$ cat src/rtl/serial_pkg.sv
// Shared definitions for the bit-serial datapath: engine state encoding,
// shift-direction encoding and the bit-counter width helper.
package serial_pkg;

   // Engine sequencing: wait for a word, shift it, report completion.
   typedef enum logic [1:0] {
      IDLE  = 2'd0,
      SHIFT = 2'd1,
      DONE  = 2'd2
   } state_t;

   // Shift direction encoding used by the MSB_FIRST parameter.
   localparam bit LSB_FIRST_C = 1'b0;
   localparam bit MSB_FIRST_C = 1'b1;

   // Counter wide enough to hold 0..width inclusive.
   function automatic int cnt_width(input int width);
      return $clog2(width + 1);
   endfunction

endpackage

$ cat src/rtl/shift_lane.sv
// WIDTH-bit shift register with clear, parallel load and enabled shift.
// Shifts toward the output end (bit 0 for LSB-first, bit WIDTH-1 for
// MSB-first) and takes ser_i in at the opposite end. Exposes the bit at the
// output end and the value the register would take on a shift.
module shift_lane
   import serial_pkg::*;
#(
   parameter int WIDTH     = 8,
   parameter bit MSB_FIRST = LSB_FIRST_C
) (
   input  logic             clk,
   input  logic             rst_n,
   input  logic             clr_i,
   input  logic             load_i,
   input  logic [WIDTH-1:0] load_data_i,
   input  logic             shift_i,
   input  logic             ser_i,
   output logic             head_o,
   output logic [WIDTH-1:0] next_o
);

   logic [WIDTH-1:0] data_q;

   generate
      if (MSB_FIRST == MSB_FIRST_C) begin : g_msb
         assign head_o = data_q[WIDTH-1];
         assign next_o = {data_q[WIDTH-2:0], ser_i};
      end else begin : g_lsb
         assign head_o = data_q[0];
         assign next_o = {ser_i, data_q[WIDTH-1:1]};
      end
   endgenerate

   // Register update: clear beats load, load beats shift, otherwise hold.
   always_ff @(posedge clk or negedge rst_n) begin
      if (!rst_n) begin
         data_q <= '0;
      end else if (clr_i) begin
         data_q <= '0;
      end else if (load_i) begin
         data_q <= load_data_i;
      end else if (shift_i) begin
         data_q <= next_o;
      end
   end

endmodule

$ cat src/rtl/serial_shift_engine.sv
// Parallel-to-serial transmitter with a simultaneous serial-to-parallel
// capture path. A word accepted in IDLE is shifted out one bit per enabled
// cycle while the returning bit stream is collected; the captured word is
// published on par_out together with a one-cycle done pulse.
module serial_shift_engine
   import serial_pkg::*;
#(
   parameter int WIDTH     = 8,
   parameter bit MSB_FIRST = LSB_FIRST_C,
   parameter int CNT_W     = cnt_width(WIDTH)
) (
   input  logic             clk,
   input  logic             rst_n,
   input  logic             load_valid,
   output logic             load_ready,
   input  logic [WIDTH-1:0] load_data,
   input  logic             shift_en,
   input  logic             flush,
   output logic             ser_out,
   output logic             ser_valid,
   input  logic             ser_in,
   output logic             done,
   output logic [WIDTH-1:0] par_out
);

   state_t           state_q;
   logic [CNT_W-1:0] cnt_q;
   logic [WIDTH-1:0] par_out_q;
   logic [WIDTH-1:0] cap_d;
   logic [WIDTH-1:0] tx_next_unused;
   logic             cap_head_unused;
   logic             accept;
   logic             step;

   // flush overrides both a pending load and a pending shift.
   assign accept = (state_q == IDLE)  && load_valid && !flush;
   assign step   = (state_q == SHIFT) && shift_en   && !flush;

   // Transmit lane: zero fill behind the outgoing bits.
   shift_lane #(
      .WIDTH     (WIDTH),
      .MSB_FIRST (MSB_FIRST)
   ) u_tx_lane (
      .clk         (clk),
      .rst_n       (rst_n),
      .clr_i       (flush),
      .load_i      (accept),
      .load_data_i (load_data),
      .shift_i     (step),
      .ser_i       (1'b0),
      .head_o      (ser_out),
      .next_o      (tx_next_unused)
   );

   // Capture lane: cleared on accept, filled from ser_in in transmit order so
   // the k-th captured bit lands in the k-th transmitted bit position.
   shift_lane #(
      .WIDTH     (WIDTH),
      .MSB_FIRST (MSB_FIRST)
   ) u_cap_lane (
      .clk         (clk),
      .rst_n       (rst_n),
      .clr_i       (1'b0),
      .load_i      (accept),
      .load_data_i ({WIDTH{1'b0}}),
      .shift_i     (step),
      .ser_i       (ser_in),
      .head_o      (cap_head_unused),
      .next_o      (cap_d)
   );

   // Sequencer, bit counter and captured-word register.
   always_ff @(posedge clk or negedge rst_n) begin
      if (!rst_n) begin
         state_q   <= IDLE;
         cnt_q     <= '0;
         par_out_q <= '0;
      end else if (flush) begin
         state_q <= IDLE;
         cnt_q   <= '0;
      end else begin
         case (state_q)
            IDLE: begin
               if (load_valid) begin
                  state_q <= SHIFT;
                  cnt_q   <= '0;
               end
            end
            SHIFT: begin
               if (shift_en) begin
                  cnt_q <= cnt_q + CNT_W'(1);
                  if (cnt_q == CNT_W'(WIDTH - 1)) begin
                     // Last bit: publish the capture including this ser_in.
                     par_out_q <= cap_d;
                     state_q   <= DONE;
                  end
               end
            end
            DONE: begin
               state_q <= IDLE;
            end
            default: begin
               state_q <= IDLE;
            end
         endcase
      end
   end

   assign load_ready = (state_q == IDLE);
   assign ser_valid  = (state_q == SHIFT);
   assign done       = (state_q == DONE);
   assign par_out    = par_out_q;

endmodule
$ cat config.mk
export PLATFORM = sky130hd
export DESIGN_NAME = serial_shift_engine
export DESIGN_NICKNAME = d
export VERILOG_FILES = /design/src/rtl/serial_pkg.sv /design/src/rtl/shift_lane.sv /design/src/rtl/serial_shift_engine.sv
export SDC_FILE = /design/constraint.sdc
export NUM_CORES = 1
export LEC_CHECK = 0
export CAP_MARGIN = 10
export CORE_AREA = 5 5 62 64
export DETAILED_ROUTE_END_ITERATION = 16
export DIE_AREA = 0 0 67 69
export HOLD_SLACK_MARGIN = 0.15
export PLACE_DENSITY = 0.73
export REMOVE_ABC_BUFFERS = 1
export SYNTH_ARGS = -nofsm -noshare
export SYNTH_HDL_FRONTEND = slang
export SYNTH_HIERARCHICAL = 1
export SYNTH_SLANG_ARGS = --single-unit
$ cat constraint.sdc
create_clock -name clk -period 1.9 [get_ports clk]
set_clock_uncertainty 0.15 [all_clocks]
set_input_delay 0.38 -clock clk [delete_from_list [all_inputs] [get_ports clk]]
set_output_delay 0.38 -clock clk [all_outputs]
set_load 0.01 [all_outputs]
* Yosys cells after proc, flatten, opt, wreduce, memory -nomap -nowiden *
Cells that the tools add are included.

storage, ports and cells
  bits in registers = 30
  logic and storage cells = 39

operators by class
  $add $sub $neg = 1
  eq/ne operators = 6
  mux-type cells = 14
  bitwise gates (word level) = 1
  reduce and logical (&&, ||, !) cells = 12

operators with widths
  kind                                                 count
  2-to-1 mux 8 bit                                     5
  2-to-1 mux 4 bit                                     3
  2-to-1 mux 2 bit                                     4
  one-hot mux 4 bit (2 select lines)                   1
  != test 3 x 2 -> 1 bit, second input constant        2
  AND reduction 3 bit                                  2
  nonzero test 3 bit                                   2
  adder 4 x 1 -> 4 bit, second input constant          1
  equality test 4 x 3 -> 1 bit, second input constant  1
  logical AND 1 bit                                    4
  one-hot mux 2 bit (2 select lines)                   1
  AND reduction 4 bit                                  1
  != test 3 bit, second input constant                 1
  equality test 2 x 1 -> 1 bit, second input constant  1
  equality test 2 bit, second input constant           1
  logical NOT 2 bit                                    1
  nonzero test 2 bit                                   1
  logical NOT 1 bit                                    1
  inverter 1 bit                                       1

* Depth between registers and ports, before layout *
  depth in word-level cells = 6
  mapped depth = 6

* Hierarchy *
Netlist, hierarchy kept.

modules (own cells, without submodules)
  module               instances  cells each  area each (µm²)  sequential area each (µm²)
  shift_lane           2          36          416.6            200.2
  serial_shift_engine  1          59          685.7            350.3

* Worst setup path after synthesis *
Ideal clock, no wire load.

  path kind = register to register
  from = register cnt_q[0]
  to = register par_out_q[0], in the netlist par_out[0]
  arrival time = 1.449 ns
  required time = 1.625 ns
  path slack = 0.177 ns
  stages on the path, launching flop included = 5
  clock period less this slack = 1.723 ns
  cell sequence = dfrtp_1 -> ha_1 -> nand4b_2 -> nor4_4 -> mux2_2

between the ends
  longest elaborated chain between the ends = 2

ends and longest elaborated chain
  what                           line                       text
  from (decl)                    serial_shift_engine.sv:27  logic [CNT_W-1:0] cnt_q;
  from (signal assigned)         serial_shift_engine.sv:91  cnt_q <= cnt_q + CNT_W'(1);
  equality test 4 x 3 -> 1 bit   serial_shift_engine.sv:92  if (cnt_q == CNT_W'(WIDTH - 1)) begin
  AND reduction 4 bit (no line)  n/a
  to (signal assigned)           serial_shift_engine.sv:94  par_out_q <= cap_d;
  to (decl)                      serial_shift_engine.sv:28  logic [WIDTH-1:0] par_out_q;

No other way between the ends.
A chain may end at the register's enable or synchronous reset.

* Final worst setup path *
  from = register cnt_q[0]
  to = register par_out_q[5], in the netlist par_out[5]

Same word-level chain as after synthesis.

==> results.yml <==
outcome:
  status: "complete, no violations"
die:
  fp-row-count: 21
  num_io_pins: 26
  die_h_um: 69
  core_area_mm2: 0.00323
  die_w_um: 67
  start_util_pct: 45.3
  die_area_mm2: 0.00462
clock_network:
  cts-root-buf: "clkbuf_4"
  cts_sinks: 29
  cts_max_path_buffers: 2
  hold_buffers: 0
  cts_tree: "yes"
  clk_latency_ps: 320
  h-tree-depth: 2
  clk_pin_slew_ps: 100
  numCtsBuffers: 5
setup_path:
  worstPathCellList: "ha_1 -> nand4b_2 -> nor4_4 -> buf_4 -> mux2_2"
  slowest_stage: "dfrtp_1"
  critPathKind: "flip-flop to flip-flop"
  path_buf_inv: 1
  cpLargestDelayFamily: "flip-flops"
  critPathArrivalTime_ps: 1840
  cp_max_fo: 9
  crit_required_ps: 1960
  cp-start-kind: "flip-flop"
  end_kind: "flip-flop"
  max_stage_delay_ps: 420
power:
  clkPwrFrac_pct: 31.8
  p_int_uw: 894
  seq_power_share_pct: 55.3
  max-vdd-ir-drop_v: 0.000440
  p_leak_uw: 0.000843
  pwr-share-comb_pct: 12.9
  swShare_pct: 24.8
  switchingPower_uw: 294
  p_total_uw: 1190
  power_density_mw_per_mm2: 630
cells_and_area:
  nNetsFinal: 184
  diodes: 0
  drive_above_1_share_pct: 18.9
  final_cell_area_mm2: 0.00189
  instances_no_fill: 215
  area_growth_syn_to_layout_pct: 29.0
sta:
  post-route-period-util_pct: 93.7
  hold_violations: 0
  setup_viol: 0
  period_minus_slack_ps: 1780
  fin_ws_ps: 119
  hold-worst-slack_ps: 281
  maxSlewViolCount: 0
  rsz0062_at_grt: "no"
  fmax_mhz: 562
detailed_routing:
  wl_per_cell_um: 13.9
  drt_first_pass_iters: 4
  viasPerCell: 5.16
  vias: 1109
  ant_nets: 0
  wirelength_um: 2990
  drc: 0
  first_iter_violations: 96
synth:
  syn_area_mm2: 0.00146
  netlist_instances: 126
  ys_warn_count: 6
  synth_area_per_cell_um2: 11.6
global_route:
  grt_pass1_wl_um: 5200
  grt_max_degree: 30
  track_usage_pct: 14.5
  antenna_found_initial: 0
  grt_remaining_overflow: 0
  grt_pass1_vias: 1222
place:
  place_area_mm2: 0.00182
  pre_cts_slack_ps: -195
  finalWeightedCongestion: 0.804
  numPortBuffers: 25
  hpwl_um: 2140
  placed_cells: 206
worst_hold_path:
  hp-class: "input port to asynchronous set/reset pin"
job:
  max_cap_violations: 0
metrics by stage:
| step | setup TNS, ps | util [%] |
|---|---|---|
| floorplan | 0 | - |
| global placement | -3010 | 56.3 |
| detailed placement | -3730 | 56.3 |
| CTS | 0 | 58.3 |
| global route | 0 | 58.4 |
| finish | 0 | 58.4 |
metal layers:
metal  up-vias  global-route usage (%)  wire length [µm]  share of wire, %
met4         0                    7.43                92               3.1
met3        12                    6.49               156               5.2
met5         -                       0                 0                 0
met2        31                    22.3              1510                50
li1        531                       -                 -                 -
met1       535                    16.7              1240                41
placed cells by master, fill, tap and decap left out, types with 2 or more instances in the layout:
master           instances
clkbuf_4                 5
mux2_2                   9
buf_4                   11
a21oi_1                  2
inv_2                    2
dlygate4sd2_1            3
nor2_1                   5
and3_1                   2
mux2i_1                 16
o21ai_0                  5
conb_1                   9
nand3_1                  2
a211oi_1                15
dfrtp_1                 28
clkdlybuf4s50_1         22
nor2b_1                 16
final timing paths:
kind | start | endpoint | slack, ps | depth (start not counted)
setup / recovery | cnt_q[0] | par_out[5] | 120 | 5
hold / removal | rst_n | cnt_q[0] | 280 | 2
setup reg to reg | cnt_q[0] | par_out[5] | 120 | 5
hold reg to reg | par_out[0] | par_out[0] | 360 | 1
max in group asynchronous | rst_n | state_q[1] | 1020 | 2
min in group clk | par_out[0] | par_out[0] | 360 | 1
power by group through the flow:
| stage | clock [µW] | combinational (µW) | sequential (µW) |
|---|---|---|---|
| 2_1_floorplan | 0 | 69.4 | 667 |
| 3_3_place_gp | 0 | 146 | 670 |
| 3_5_place_dp | 0 | 149 | 670 |
| 4_1_cts | 396 | 153 | 658 |
| 5_1_grt | 427 | 169 | 661 |
| 6_report | 378 | 153 | 657 |
registers in the layout, indices dropped and copies added, names as in the netlist:
register	flops
par_out	8
u_tx_lane/data_q	8
u_cap_lane/data_q	7
cnt_q	4
state_q	2
final cells by class:
class                   instances  area (µm²)
fillers                       308        1350
flip-flops and latches         29         727
multi-input cells              94         707
repair buffers                 36         329
well taps                      46        57.6
clock buffers                   7        55.1
inverters                       3        11.3
repair_timing:
item | in CTS | in global routing
buffers inserted | 2 | 0
gates resized for setup | 4 | 1
setup endpoints to repair | 3 | 10
gates cloned | 0 | 0
Power figures use the tool's default switching activity.
